[config.mk]
export PLATFORM = sky130hd
export DESIGN_NAME = seg_scan_ctrl
export DESIGN_NICKNAME = d
export VERILOG_FILES = /design/src/rtl/seg_scan_ctrl.sv
export SDC_FILE = /design/constraint.sdc
export NUM_CORES = 1
export LEC_CHECK = 0
export CELL_PAD_IN_SITES_DETAIL_PLACEMENT = 0
export CELL_PAD_IN_SITES_GLOBAL_PLACEMENT = 1
export CORE_ASPECT_RATIO = 0.8
export CORE_UTILIZATION = 44
export DETAILED_ROUTE_END_ITERATION = 7
export PLACE_DENSITY = 0.91
export REMOVE_ABC_BUFFERS = 1
export SKIP_LAST_GASP = 1
export SYNTH_ARGS = -nofsm -noshare
export SYNTH_HDL_FRONTEND = slang
export SYNTH_SLANG_ARGS = --single-unit
export TNS_END_PERCENT = 5
[constraint.sdc]
create_clock -name clk -period 2.7 [get_ports clk]
set_input_delay 0.27 -clock clk [delete_from_list [all_inputs] [get_ports clk]]
set_output_delay 0.27 -clock clk [all_outputs]
set_load 0.01 [all_outputs]
[src/rtl/seg_scan_ctrl.sv]
// Multiplexed seven-segment scan controller: steps one digit slot at a time,
// swaps in a newly offered value only at a frame boundary.
module seg_scan_ctrl #(
    parameter int NDIG        = 4,
    parameter int REFRESH_DIV = 50000,
    parameter int GUARD       = 500
) (
    input  logic              clk,
    input  logic              rst,
    input  logic              upd_valid,
    input  logic [4*NDIG-1:0] upd_value,
    output logic              upd_ready,
    input  logic              lz_en,
    output logic [3:0]        code,
    output logic [NDIG-1:0]   an,
    output logic              frame_tick
);

    localparam int DIVW = (REFRESH_DIV > 1) ? $clog2(REFRESH_DIV) : 1;
    localparam int IDXW = (NDIG > 1) ? $clog2(NDIG) : 1;
    localparam logic [DIVW-1:0] DIV_LAST  = DIVW'(REFRESH_DIV - 1);
    localparam logic [DIVW-1:0] GUARD_END = DIVW'(GUARD);
    localparam logic [IDXW-1:0] IDX_LAST  = IDXW'(NDIG - 1);

    logic [DIVW-1:0]   div;
    logic [IDXW-1:0]   idx;
    logic [4*NDIG-1:0] pend;
    logic              pend_full;
    logic [4*NDIG-1:0] shadow;
    logic              wrap;
    logic              wrap_d;
    logic [3:0]        cur_nib;
    logic              cur_supp;
    logic              zero_above;
    logic [NDIG-1:0]   an_next;

    assign upd_ready = !pend_full;
    assign wrap      = (div == DIV_LAST) && (idx == IDX_LAST);

    // Walk from the top digit down so zero_above tells whether every nibble
    // from the top through digit i is zero.
    always_comb begin
        cur_nib    = 4'd0;
        cur_supp   = 1'b0;
        zero_above = 1'b1;
        for (int i = NDIG - 1; i >= 0; i--) begin
            zero_above = zero_above && (shadow[4*i +: 4] == 4'd0);
            if (idx == IDXW'(i)) begin
                cur_nib  = shadow[4*i +: 4];
                cur_supp = lz_en && (i > 0) && zero_above;
            end
        end
    end

    always_comb begin
        an_next = '1;
        if (div >= GUARD_END && !cur_supp)
            an_next = ~({{(NDIG-1){1'b0}}, 1'b1} << idx);
    end

    always_ff @(posedge clk) begin
        if (rst) begin
            div        <= '0;
            idx        <= '0;
            pend       <= '0;
            pend_full  <= 1'b0;
            shadow     <= '0;
            wrap_d     <= 1'b0;
            code       <= 4'd0;
            an         <= '1;
            frame_tick <= 1'b0;
        end else begin
            div <= (div == DIV_LAST) ? '0 : div + 1'b1;
            if (div == DIV_LAST)
                idx <= (idx == IDX_LAST) ? '0 : idx + 1'b1;

            // A transfer cannot coincide with a consuming boundary: ready is low while pend is full.
            if (wrap && pend_full) begin
                shadow    <= pend;
                pend_full <= 1'b0;
            end else if (upd_valid && upd_ready) begin
                pend      <= upd_value;
                pend_full <= 1'b1;
            end

            // Outputs lag div/idx by one cycle, so the tick lands on the first slot-0 output cycle.
            wrap_d     <= wrap;
            frame_tick <= wrap_d;
            code       <= cur_nib;
            an         <= an_next;
        end
    end

endmodule

# Word-level counts from Yosys, hierarchy flattened

Index checks and enable logic that the tools add are counted.
W data, S select, Z words.

Flip-flop bits (word level): 61
Bits of input ports: 20
Output and inout bits: 10
Word-level logic and storage cells: 48

Add/sub/neg operators: 2
$lt $le $gt $ge: 1
Equal/unequal tests: 4
Shift operators: 1
Mux-type cells: 9
Bitwise operators: 3
Reduce and logical (&&, ||, !) cells: 19

Operators with widths:

| cell                    | number |
|---|---|
| $add A16 B1 Y16 const B | 1 |
| $eq A16 B16 Y1 const B  | 1 |
| $ge A16 B9 Y1 const B   | 1 |
| $mux W4                 | 4 |
| $logic_not A4 Y1        | 3 |
| $logic_and A1 B1 Y1     | 9 |
| $reduce_or A2 Y1        | 3 |
| $eq A2 B2 Y1 const B    | 2 |
| $mux W1                 | 4 |
| $not A4 Y4              | 1 |
| $shl A1 B2 Y4 const A   | 1 |
| $add A2 B1 Y2 const B   | 1 |
| $eq A2 B1 Y1 const B    | 1 |
| $logic_not A1 Y1        | 2 |
| $logic_not A2 Y1        | 1 |
| $mux W2                 | 1 |
| $not A1 Y1              | 2 |
| $reduce_and A2 Y1       | 1 |

# Depth between registers and ports, before layout

Depth after elaboration: 10
Gate-level depth with buffers: 7
Gate-level depth less buffers: 6

# Worst setup path after synthesis

OpenSTA, ideal clock, no wires.

Kind: register to register
Start: reg div[0]
End: reg shadow[10]
Library setup time: 0.132 ns
Arrival time: 1.464 ns
Required time: 2.568 ns
Path slack: 1.104 ns
Cell stages (with the launch flop): 8
Path buffers: 2
Period minus slack after synthesis: 1.596 ns
Path through: dfxtp_1 ha_1 and4_1 nand4_1 clkbuf_1 buf_2 o21ai_0 a21oi_1

Longest elaborated chain between the ends: 3

RTL lines:

| what                   | RTL line | text |
|---|---|---|
| from (decl)            | 25       | `logic [DIVW-1:0] div;` |
| from (signal assigned) | 73       | `div <= (div == DIV_LAST) ? '0 : div + 1'b1;` |
| $eq A16 B16 Y1         | 38       | `assign wrap = (div == DIV_LAST) && (idx == IDX_LAST);` |
| $logic_and A1 B1 Y1    | 38       |  |
| $logic_and A1 B1 Y1    | 78       | `if (wrap && pend_full) begin` |
| to (signal assigned)   | 79       | `shadow <= pend;` |
| to (decl)              | 29       | `logic [4*NDIG-1:0] shadow;` |

No other way between the ends.
A chain may end at the register's enable or synchronous reset.

# Worst setup path in the final report

Start: reg div[0]
End: reg shadow[2]

Same word-level chain as after synthesis.

==> flow_metrics.tcl <==
set metrics [dict create \
    cts_setup_buffers 0 \
    r2r-start "div[0]$_SDFF_PP0_" \
    post-synth-top-area-fraction_pct 47.75 \
    tightest_slew_ns 0.6750 \
    chipHeight_um 70.19 \
    peakVddDrop_mv 0.3030 \
    r2r_cells 5 \
    met1_length_um 2762 \
    gp_congestion 0.8419 \
    cts_sinks 61 \
    maxCapViolations 0 \
    placedCellCount 398 \
    rrSetupSlack_ns 0.74 \
    antenna_found_initial 0 \
    p_sw_uw 418.4 \
    grt_pass1_wl_um 9211 \
    wire_per_inst_um 13.19 \
    first_pass_iters 5 \
    first_global_vias 1917 \
    cts_tree "yes" \
    holdCritStartpoint "wrap_d$_SDFF_PP0_" \
    num_vias 2160 \
    power_frac_comb_pct 4.4 \
    hold_buffers 0 \
    die_area_um2 6123 \
    synthCells 308 \
    final.period_utilization_pct 72.65 \
    drv_slew 0 \
    synth.distinct_cells 39 \
    start_util_pct 46.29 \
    worst-path-buf-inv 0 \
    diodes 0 \
    fmax_ghz 0.5098 \
    min_delay_path_depth 1 \
    rsz0062_at_grt "no" \
    endpoint_kind "flip-flop" \
    dr.first_iter.drc_count 168 \
    hold_viol 0 \
    seqPwrFrac_pct 48.5 \
    hold_end "frame_tick$_SDFF_PP0_" \
    crit_top_cell "and4_1" \
    dp_hpwl_um 3606 \
    fin_nets 357 \
    cts-htree-levels 3 \
    top_layer "met4" \
    async_flop_share_pct 0 \
    io_pins 30 \
    die_width_um 87.24 \
    path_delay_family "simple AND/OR/NAND/NOR gates" \
    drc 0 \
    synthToLayoutAreaGrowth_pct 21.62 \
    coreArea_um2 5525 \
    startpoint_type "flip-flop" \
    overflow 0 \
    clk_pin_slew_ns 0.07 \
    syn_area_um2 2557 \
    track_usage_pct 20.14 \
    r2r_end "shadow[2]$_SDFFE_PP0P_" \
    switching_share_pct 21.77 \
    numPortBuffers 29 \
    layoutNonFillerInstCount 414 \
    postSynthAreaPerCell_um2 8.303 \
    p_clk_share_pct 47.1 \
    relSlewSlack_pct 55.00 \
    max_stage_delay_ns 0.65 \
    p_leak_uw 0.001063 \
    wl_met3_um 286 \
    ys_dominant_reg_cell "dfxtp_1" \
    final-setup-viol-count 0 \
    finish.utilization_pct 56.30 \
    drtAntennaViolNets 0 \
    p_int_uw 1504 \
    total_power_uw 1922 \
    fin_tns_setup_ns 0 \
    fp-row-count 24 \
    status "complete, no violations" \
    via_per_inst 5.217 \
    worst_clock_skew_ns 0.007227 \
    root_buffer "clkbuf_8" \
    fin_crit_ns 1.962 \
    crit_start "div[0]$_SDFF_PP0_" \
    synthTopCellsByArea "dfxtp_1 48%, a21oi_1 8.8%, nand2_1 7.2%" \
    powerDensity_nw_per_um2 617.9 \
    crit_required_ns 2.98 \
    numCtsBuffers 9 \
    cp_slowest_cell "and4_1" \
    yosys_warnings 0 \
    wirelength_um 5461 \
    synth_top_cell_by_area "dfxtp_1" \
    wl_met2_um 2343 \
    ctsLongestPathBuffers 2 \
    insertion_delay_ns 0.35 \
    path_class "flip-flop to flip-flop" \
    path_cells "ha_1 > and4_1 > and4_1 > nand3_1 > a21oi_1" \
    fillers 526 \
    drive_above_1_share_pct 7.738 \
    worstHoldPathType "flip-flop to flip-flop" \
    cp_max_fo 17 \
    arrival_ns 2.24 \
    synth_edf_count 0 \
    grt_max_degree 25 \
    synth.yosys.seq_area_share_pct 47.75 \
    ys_ff_latch 61 \
    ctsResizeCount 0 \
]
==> layout by cell type (no fill, tap or decap), types with 2 or more instances in the layout <==
master,synthesis,final
a21oi_1,45,45
and4_1,3,3
buf_4,1,4
bufinv_16,0,2
clkbuf_8,0,10
clkdlybuf4s50_1,0,29
clkinv_2,0,2
dfxtp_1,61,61
ha_1,6,6
inv_1,7,7
nand2_1,49,49
nand3_1,25,25
nand3b_1,4,4
nand4_1,4,4
nor2_1,19,19
nor2b_1,2,2
nor3_1,4,4
nor3b_1,2,2
nor4_1,4,4
o21ai_0,16,16
o22ai_1,4,4
or4_1,2,2
xnor2_1,7,7
xor2_1,6,6
==> flip-flops by register name, summed over array words and instances, names as in the netlist <==
signal,count
idx,2
pend_full,1
an,4
wrap_d,1
shadow,16
pend,16
code,4
div,16
frame_tick,1
==> power by group through the flow <==
stage                     Clock (uW)  Combinational [uW]  Sequential [uW]
final                            905                85.4              932
after global routing             971                96.0              934
after CTS                        918                87.0              932
after detailed placement           0                86.5              952
after global placement             0                85.2              951
after floorplan                    0                33.8              948
==> cell type report <==
cell class	instances	area (um^2)	share of cell area (%)
sequential	61	1221	39.26
multi-input combinational	219	1221	39.26
timing repair buffer	33	320.3	10.30
clock buffer	10	137.6	4.425
tap	78	97.59	3.138
clock inverter	6	86.33	2.776
inverter	7	26.28	0.8447
==> layer usage <==
layer / global-route usage [%] / vias to the layer above
met5: 0 / -
met4: 8.015 / 0
met3: 9.220 / 6
met2: 27.47 / 54
met1: 27.41 / 991
li1: - / 1109
==> metrics by stage <==
stage	hold WS [ns]	setup slack, ns	area, um^2
floorplan	0.3391	0.8316	2469
global placement	0.4198	0.8123	2887
detailed placement	0.4332	0.7446	2887
CTS	0.4489	0.7346	3110
global route	0.4579	0.5789	3110
finish	0.4505	0.7384	3110
==> kinds of logic after synthesis <==
family | Yosys count | synth area share (%)
AND/OR/NAND/NOR | 131 | 26.27
buffers and inverters | 28 | 4.501
AO/OA/AOI/OAI | 69 | 14.09
flip-flops | 61 | 47.75
XOR/XNOR | 13 | 4.452
adder cells (fa/ha/maj) | 6 | 2.935
==> worst register-to-register path, delay by kind of cell, from the launching register on <==
kind	cells	cell delay, ns
AOI/OAI and AO/OA	1	0.18
DFF	1	0.42
adders and majority gates	1	0.24
and+or+nand+nor	3	1.06
==> cell usage after synthesis (2+ instances only) <==
cell	n
ha_1	6
nor2_1	19
nor3_1	4
xor2_1	6
or4_1	2
nand2_1	49
nor2b_1	2
and4_1	3
nor3b_1	2
clkbuf_1	15
o21ai_0	16
dfxtp_1	61
nor4_1	4
inv_1	7
nand4_1	4
buf_2	5
o22ai_1	4
nand3b_1	4
xnor2_1	7
nand3_1	25
a21oi_1	45
==> worst max-delay path by stage <==
stage	cells after the start	slack, ns	endpoint
5_1_grt	6	0.58	div[2]$_SDFF_PP0_
4_1_cts	6	0.73	div[2]$_SDFF_PP0_
3_3_place_gp	6	0.81	div[3]$_SDFF_PP0_
6_report	5	0.74	shadow[2]$_SDFFE_PP0P_
2_1_floorplan	5	0.83	div[10]$_SDFF_PP0_
3_5_place_dp	6	0.74	div[2]$_SDFF_PP0_
Power figures use the tool's default switching activity.
